===== src/rtl/bram_image_writer_pkg.sv =====
// rtl/bram_image_writer_pkg.sv - frame geometry and writer FSM encoding shared with the VGA display path
package bram_image_writer_pkg;

    localparam int IMG_W_DEF     = 640;
    localparam int IMG_H_DEF     = 480;
    localparam int PIX_TOTAL_DEF = IMG_W_DEF * IMG_H_DEF;
    localparam int ADDR_W_DEF    = 19;

    typedef enum logic [1:0] {
        ST_IDLE  = 2'd0,
        ST_LOAD  = 2'd1,
        ST_SHIFT = 2'd2,
        ST_DONE  = 2'd3
    } writer_state_t;

endpackage


===== src/rtl/bram_image_writer.sv =====
// rtl/bram_image_writer.sv - unpacks a byte stream into a 1-bit-per-pixel frame on BRAM port A
module bram_image_writer
    import bram_image_writer_pkg::*;
#(
    parameter int IMG_W  = IMG_W_DEF,
    parameter int IMG_H  = IMG_H_DEF,
    parameter int ADDR_W = ADDR_W_DEF
) (
    input  logic              VGA_480_CLK,
    input  logic              rst,
    input  logic              start,
    input  logic              invert,
    input  logic [7:0]        byte_in,
    input  logic              byte_valid,
    output logic              byte_ready,
    output logic              wea,
    output logic [ADDR_W-1:0] addra,
    output logic              dina,
    output logic              busy,
    output logic              frame_done
);

    localparam logic [ADDR_W-1:0] LAST_ADDR = ADDR_W'(IMG_W * IMG_H - 1);

    writer_state_t     state;
    writer_state_t     next_state;
    logic [ADDR_W-1:0] pix_addr;
    logic [6:0]        shift_reg;
    logic [2:0]        bit_cnt;
    logic              inv_q;

    // bit_cnt is the index of the bit currently presented on dina; the
    // frame ends after the eighth bit of the byte that hit the last pixel.
    always_comb begin
        next_state = state;
        case (state)
            ST_IDLE:  if (start) next_state = ST_LOAD;
            ST_LOAD:  if (byte_valid) next_state = ST_SHIFT;
            ST_SHIFT: if (bit_cnt == 3'd7) next_state = (addra == LAST_ADDR) ? ST_DONE : ST_LOAD;
            ST_DONE:  next_state = ST_IDLE;
            default:  next_state = ST_IDLE;
        endcase
    end

    always_ff @(posedge VGA_480_CLK) begin
        if (rst) begin
            state      <= ST_IDLE;
            pix_addr   <= '0;
            shift_reg  <= '0;
            bit_cnt    <= '0;
            inv_q      <= 1'b0;
            byte_ready <= 1'b0;
            wea        <= 1'b0;
            addra      <= '0;
            dina       <= 1'b0;
            busy       <= 1'b0;
            frame_done <= 1'b0;
        end else begin
            state      <= next_state;
            byte_ready <= (next_state == ST_LOAD);
            busy       <= (next_state != ST_IDLE);
            frame_done <= (next_state == ST_DONE);
            wea        <= (next_state == ST_SHIFT);
            // The MSB goes out on the acceptance edge so that eight writes
            // fill the eight SHIFT cycles; addra only moves on a write.
            case (state)
                ST_IDLE: begin
                    if (start) begin
                        inv_q    <= invert;
                        pix_addr <= '0;
                    end
                end
                ST_LOAD: begin
                    if (byte_valid) begin
                        shift_reg <= byte_in[6:0];
                        bit_cnt   <= 3'd0;
                        addra     <= pix_addr;
                        dina      <= byte_in[7] ^ inv_q;
                        pix_addr  <= pix_addr + ADDR_W'(1);
                    end
                end
                ST_SHIFT: begin
                    if (bit_cnt != 3'd7) begin
                        shift_reg <= {shift_reg[5:0], 1'b0};
                        bit_cnt   <= bit_cnt + 3'd1;
                        addra     <= pix_addr;
                        dina      <= shift_reg[6] ^ inv_q;
                        pix_addr  <= pix_addr + ADDR_W'(1);
                    end
                end
                default: ;
            endcase
        end
    end

endmodule

===== config.mk =====
export PLATFORM = sky130hd
export DESIGN_NAME = bram_image_writer
export DESIGN_NICKNAME = d
export VERILOG_FILES = /design/src/rtl/bram_image_writer_pkg.sv /design/src/rtl/bram_image_writer.sv
export SDC_FILE = /design/constraint.sdc
export NUM_CORES = 1
export LEC_CHECK = 0
export CAP_MARGIN = 20
export CORE_ASPECT_RATIO = 1.2
export CORE_MARGIN = 4
export CORE_UTILIZATION = 43
export CTS_CLUSTER_DIAMETER = 100
export DETAILED_ROUTE_END_ITERATION = 7
export PLACE_DENSITY = 0.63
export SETUP_SLACK_MARGIN = 0.5
export SLEW_MARGIN = 0
export SYNTH_ARGS = -nofsm -noshare
export SYNTH_HDL_FRONTEND = slang
export SYNTH_SLANG_ARGS = --single-unit

===== constraint.sdc =====
create_clock -name VGA_480_CLK -period 2.15 [get_ports VGA_480_CLK]
set_input_delay 0.215 -clock VGA_480_CLK [delete_from_list [all_inputs] [get_ports VGA_480_CLK]]
set_output_delay 0.215 -clock VGA_480_CLK [all_outputs]
set_load 0.03 [all_outputs]

==> impl_metrics.tcl, run 1 <==
set metrics [dict create \
    first_pass_iters 4 \
    clk_pin_slew_ns 0.10 \
    antenna_left 0 \
    setup-tns-final_ns 0 \
    cap_violations 0 \
    ys.warnings.count 0 \
    initial_core_util_pct 45.2 \
    async_flop_share_pct 0 \
    clockBufferDepth 2 \
    fin_skew_ns 0.00913 \
    clock_latency_ns 0.31 \
    seq_area_frac_synth_pct 43.2 \
    grt_pass1_vias 2244 \
    synth_edf_count 0 \
    ys_types 51 \
    num_io_pins 37 \
    synth_ff_type "dfxtp_1" \
    hpwl_um 4250 \
    drv_slew 0 \
    worst_pin_slew_ns 0.546 \
    cts_root_buffer "clkbuf_8" \
    dieArea_um2 7350 \
    crit_path_start_kind "flip-flop" \
    peakVddDrop_v 0.000381 \
    worst_setup_path_end_kind "flip-flop" \
    holdPathEnd "inv_q" \
    fin_nets 377 \
    worstHoldStart "invert" \
    wl_met1_um 3220 \
    wl_per_cell_um 15.8 \
    hold_viol_final 0 \
    numCtsBuffers 5 \
    powerDensity_nw_per_um2 754 \
    synth_cells 304 \
    crit_required_ns 2.40 \
    die_w_um 79.0 \
    fin_crit_ns 1.71 \
    place.gp.congestion 0.810 \
    die_h_um 93.1 \
    cts_tree "built" \
    p_leak_nw 1.25 \
    grt_util_all_layers_pct 17.6 \
    cp.arrival_ns 1.96 \
    overflow 0 \
    finalCritPeriodShare_pct 79.6 \
    ctsHoldBuffers 0 \
    grt_setup_unrepaired "yes" \
    worst_hold_path.num_cells 3 \
    drc_errors 0 \
    fill_cells 481 \
    core_um2 5740 \
    hp-class "in2reg" \
    critPathMaxFanout 8 \
    met3_length_um 139 \
    diodes 0 \
    io_buffers 36 \
    regArea_um2 1140 \
    multi_input_area_um2 1680 \
    setup_viol 0 \
    hold_slack_ns 0.453 \
    reg2reg_to "pix_addr[11]" \
    worst-r2r-setup-slack_ns 0.44 \
    first_iter_violations 110 \
    syn_area_um2 2600 \
    rows 30 \
    antenna_found_initial 0 \
    max_slew_margin_pct 63.5 \
    wl_um 6940 \
    routed-wl-met2_um 3520 \
    area_delta_synth_final_pct 43.3 \
    grt_max_degree 33 \
    status "finished, final reports clean" \
    via_per_inst 5.50 \
    grt_pass1_wl_um 10500 \
    crit_type "reg2reg" \
    drive_gt1_share_pct 33.1 \
    reg2reg_depth 6 \
    top_layer_used "met4" \
    ctsHtreeMaxLevel 2 \
    max_freq_mhz 584 \
    numClockSinks 56 \
    yosys_register_bits 56 \
    vias 2414 \
    syn-num-nets 323 \
    timing.rr.start "state[1]" \
    postSynthAreaPerCell_um2 8.54 \
]
-- report_power, final --
part,switching [mW],total [mW],internal [mW]
sequential,0.0479,1.16,1.11
clock,0.337,0.683,0.346
combinational,0.518,0.963,0.446
-- cells in the final DEF, fill, tap and decap left out, types with 6 or more instances in the layout --
master / count
dfxtp_1: 48
clkdlybuf4s50_1: 36
nand2_1: 35
a21oi_2: 24
a21oi_1: 23
buf_4: 17
nor2_1: 15
nand2_2: 12
nand4_1: 11
inv_1: 10
o31ai_1: 7
o21ai_0: 7
mux2i_1: 7
or3_1: 6
dfxtp_2: 6
-- worst max path at each step --
stage	from	to	slack, ns	cells after the start
finish	state[1]	pix_addr[11]	0.44	6
global route	state[1]	pix_addr[4]	0.34	6
CTS	bit_cnt[0]	pix_addr[15]	0.47	6
detailed placement	bit_cnt[0]	pix_addr[15]	0.29	6
global placement	byte_valid	pix_addr[13]	0.33	5
floorplan	state[1]	pix_addr[7]	0.50	8
-- what timing repair did --
item	4_1_cts	5_1_grt
pin swaps	8	38
endpoints found under the setup margin	54	54
cloned	2	3
gates resized for setup	11	79
buffers inserted	5	9
-- critical path, cell delays in order, from the launching register on --
cell	delay [ns]
dfxtp_2	0.38
inv_4	0.05
ha_4	0.26
mux2_4	0.22
nand4b_4	0.17
or4_4	0.44
a21oi_2	0.13
-- Yosys cell counts (all sizes together) (3+ instances only) --
library cell | n | area [um2]
dfxtp | 56 | 1120
nand2 | 52 | 203
a21oi | 47 | 239
nor2 | 15 | 56.3
inv | 12 | 45.0
nand4 | 12 | 90.1
clkbuf | 9 | 33.8
o21ai | 9 | 56.3
buf | 8 | 48.8
o31ai | 8 | 60.1
mux2i | 7 | 70.1
nand3 | 7 | 47.6
or3 | 7 | 43.8
a211oi | 6 | 45.0
ha | 6 | 75.1
or4 | 6 | 48.8
a31o | 4 | 35.0
and3 | 4 | 25.0
nand4b | 3 | 32.5
xnor2 | 3 | 26.3
-- cell type report --
cell class | count | area share (%)
multi-input combinational | 221 | 45.2
sequential | 56 | 30.5
timing repair buffer | 62 | 17.4
tap | 80 | 2.69
clock buffer | 6 | 1.95
inverter | 12 | 1.34
clock inverter | 2 | 0.941
-- cell families after synthesis --
group | synth area share (%)
XOR/XNOR | 1.01
multiplexers | 3.28
flip-flops | 43.2
AO/OA/AOI/OAI | 19.6
buffers and inverters | 4.91
AND/OR/NAND/NOR | 25.1
adder cells (fa/ha/maj) | 2.89
-- stage by stage --
step	utilization [%]	area, um2	worst slack (ns)	total power [mW]	std cells
floorplan	-	2650	0.504	1.64	304
global placement	53.7	3090	0.334	1.80	412
detailed placement	53.7	3090	0.289	1.81	412
CTS	57.4	3300	0.471	2.53	427
global route	64.8	3720	0.342	2.94	439
finish	64.8	3720	0.439	2.81	439
-- metal layers --
layer | vias to the layer above | global-route usage (%)
met4 | 0 | 5.73
li1 | 1200 | -
met2 | 30 | 29.5
met5 | - | 0
met3 | 7 | 3.28
met1 | 1177 | 22.9
No activity file was read; power rests on OpenSTA's default activity.
==> run 2: changes to the inputs <==
- clock period: 2.15 -> 1.6 ns (I/O delays scaled with it)
==> impl_metrics.tcl, run 2 (same netlist as run 1, synthesis figures left out) <==
set metrics [dict create \
    first_iter_violations 105 \
    fin_skew_ns 0.0115 \
    drive_gt1_share_pct 46.2 \
    via_per_inst 5.44 \
    final_cells 472 \
    grt_setup_unrepaired "yes" \
    p_comb_share_pct 37.4 \
    crit_type "reg2reg" \
    io_buffers 36 \
    hold_slack_ns 0.406 \
    hp-class "in2reg" \
    cpMaxStageDelayCell "dfxtp_4" \
    p_leak_nw 1.47 \
    timing.rr.start "state[0]" \
    crit_path_start_kind "flip-flop" \
    peakVddDrop_v 0.000587 \
    vias 2570 \
    finalCritPeriodShare_pct 105 \
    ctsHoldBuffers 0 \
    fin_crit_ns 1.67 \
    die_h_um 93.1 \
    p_clk_share_pct 21.6 \
    initial_core_util_pct 45.2 \
    area_delta_synth_final_pct 52.6 \
    status "complete, but fails checks" \
    layout_common_cells "dfxtp_1, nand2_1, buf_4" \
    overflow 0 \
    rows 30 \
    p_seq_share_pct 41.0 \
    diodes 0 \
    final.setup.worst_slack_ns -0.0742 \
    ctsHtreeMaxLevel 2 \
    wl_per_cell_um 15.1 \
    switchingPower_mw 1.26 \
    clk_pin_slew_ns 0.10 \
    hold_viol_final 0 \
    cts_root_buffer "clkbuf_8" \
    fin_nets 410 \
    total_power_mw 3.77 \
    finish.instance_area_um2 3960 \
    grt_max_degree 21 \
    powerDensity_nw_per_um2 951 \
    setup_viol 25 \
    antenna_left 0 \
    cts_tree "built" \
    wl_um 7110 \
    final_common_cell "dfxtp_1" \
    violations "negative setup slack" \
    dieArea_um2 7350 \
    cap_violations 0 \
    drc_errors 0 \
    path_delay_family "compound AO/OA/AOI/OAI gates" \
    max_slew_margin_pct 71.8 \
    grt_util_all_layers_pct 19.4 \
    numClockSinks 56 \
    numCtsBuffers 5 \
    grt_pass1_wl_um 11300 \
    p_int_mw 2.51 \
    cp_cell_sequence "inv_4 > buf_12 > ha_4 > buf_4 > buf_6 > a21o_1 > a31oi_4 > nor3b_2" \
    core_um2 5740 \
    die_w_um 79.0 \
    clockBufferDepth 2 \
    cp_num_buf_inv 4 \
    slowest_delay_ns 0.38 \
    worst_setup_path_end_kind "flip-flop" \
    num_io_pins 37 \
    cp.arrival_ns 1.92 \
    worst_pin_slew_ns 0.416 \
    first_pass_iters 4 \
    antenna_found_initial 0 \
    place.gp.congestion 0.753 \
    swShare_pct 33.3 \
    placed_cell_area_um2 3380 \
    placedCellCount 442 \
    crit_start "state[0]" \
    clock_latency_ns 0.31 \
    crit_required_ns 1.84 \
    grt_pass1_vias 2416 \
    critPathMaxFanout 5 \
    worstHoldStart "invert" \
    drv_slew 0 \
    hpwl_um 4640 \
    max_freq_mhz 597 \
    final_util_pct 69.0 \
]
==> run 2: cell count changes in the layout (fill, tap and decap cells not counted), moves of 4 or more <==
cell,change
nand2_2,-4
a21oi_1,-7
nand2_4,-5
buf_6,+7
a21oi_2,+5
buf_4,+25
buf_2,+20
clkdlybuf4s50_1,-24
clkbuf_4,+4
nand2_1,+8
==> run 2: stage by stage <==
stage                     setup slack, ns  setup TNS, ns
after floorplan                   -0.0269         -0.146
after global placement            -0.0635         -0.421
after detailed placement          -0.0774          -1.03
after CTS                         -0.0778         -0.830
after global routing               -0.155          -4.33
final                             -0.0742         -0.617
==> run 2: path summary, 6_finish.rpt <==
check	depth (start not counted)	end	slack, ns
min	3	inv_q	0.41
min reg2reg	2	addra[14]	0.47
max reg2reg	8	byte_ready	-0.07
max	8	byte_ready	-0.07
==> run 2: cell type report <==
| class | count | area [um2] |
|---|---|---|
| Clock buffer | 6 | 82.6 |
| Clock inverter | 2 | 13.8 |
| Multi-Input combinational cell | 220 | 1720 |
| Inverter | 12 | 47.5 |
| Tap cell | 80 | 100 |
| Timing Repair Buffer | 96 | 862 |
| Sequential cell | 56 | 1130 |
| Fill cell | 467 | 1780 |
==> run 2: tightest hold or removal path: stages <==
cell and delay, ns:
clkdlybuf4s50_1 0.40, nand3_1 0.06, a21oi_1 0.05
==> run 2: layer usage <==
| metal | global-route usage [%] | wire [um] |
|---|---|---|
| met3 | 2.89 | 234 |
| met2 | 35.6 | 3800 |
| met5 | 0 | 0 |
| met1 | 22.8 | 2980 |
| met4 | 6.59 | 103 |
==> run 2: power groups by stage <==
| stage | clock, mW | sequential [mW] | combinational [mW] |
|---|---|---|---|
| 2_1_floorplan | 0 | 1.62 | 0.645 |
| 3_3_place_gp | 0 | 1.57 | 0.994 |
| 3_5_place_dp | 0 | 1.58 | 1.00 |
| 4_1_cts | 0.844 | 1.54 | 1.20 |
| 5_1_grt | 0.885 | 1.56 | 1.52 |
| 6_report | 0.815 | 1.54 | 1.41 |
==> run 2: what timing repair did <==
item                                    in CTS  in global routing
pin swaps                                   25                 23
gates cloned                                 3                  2
buffers inserted                            12                  5
resized for setup                          145                 63
endpoints found under the setup margin      79                 63
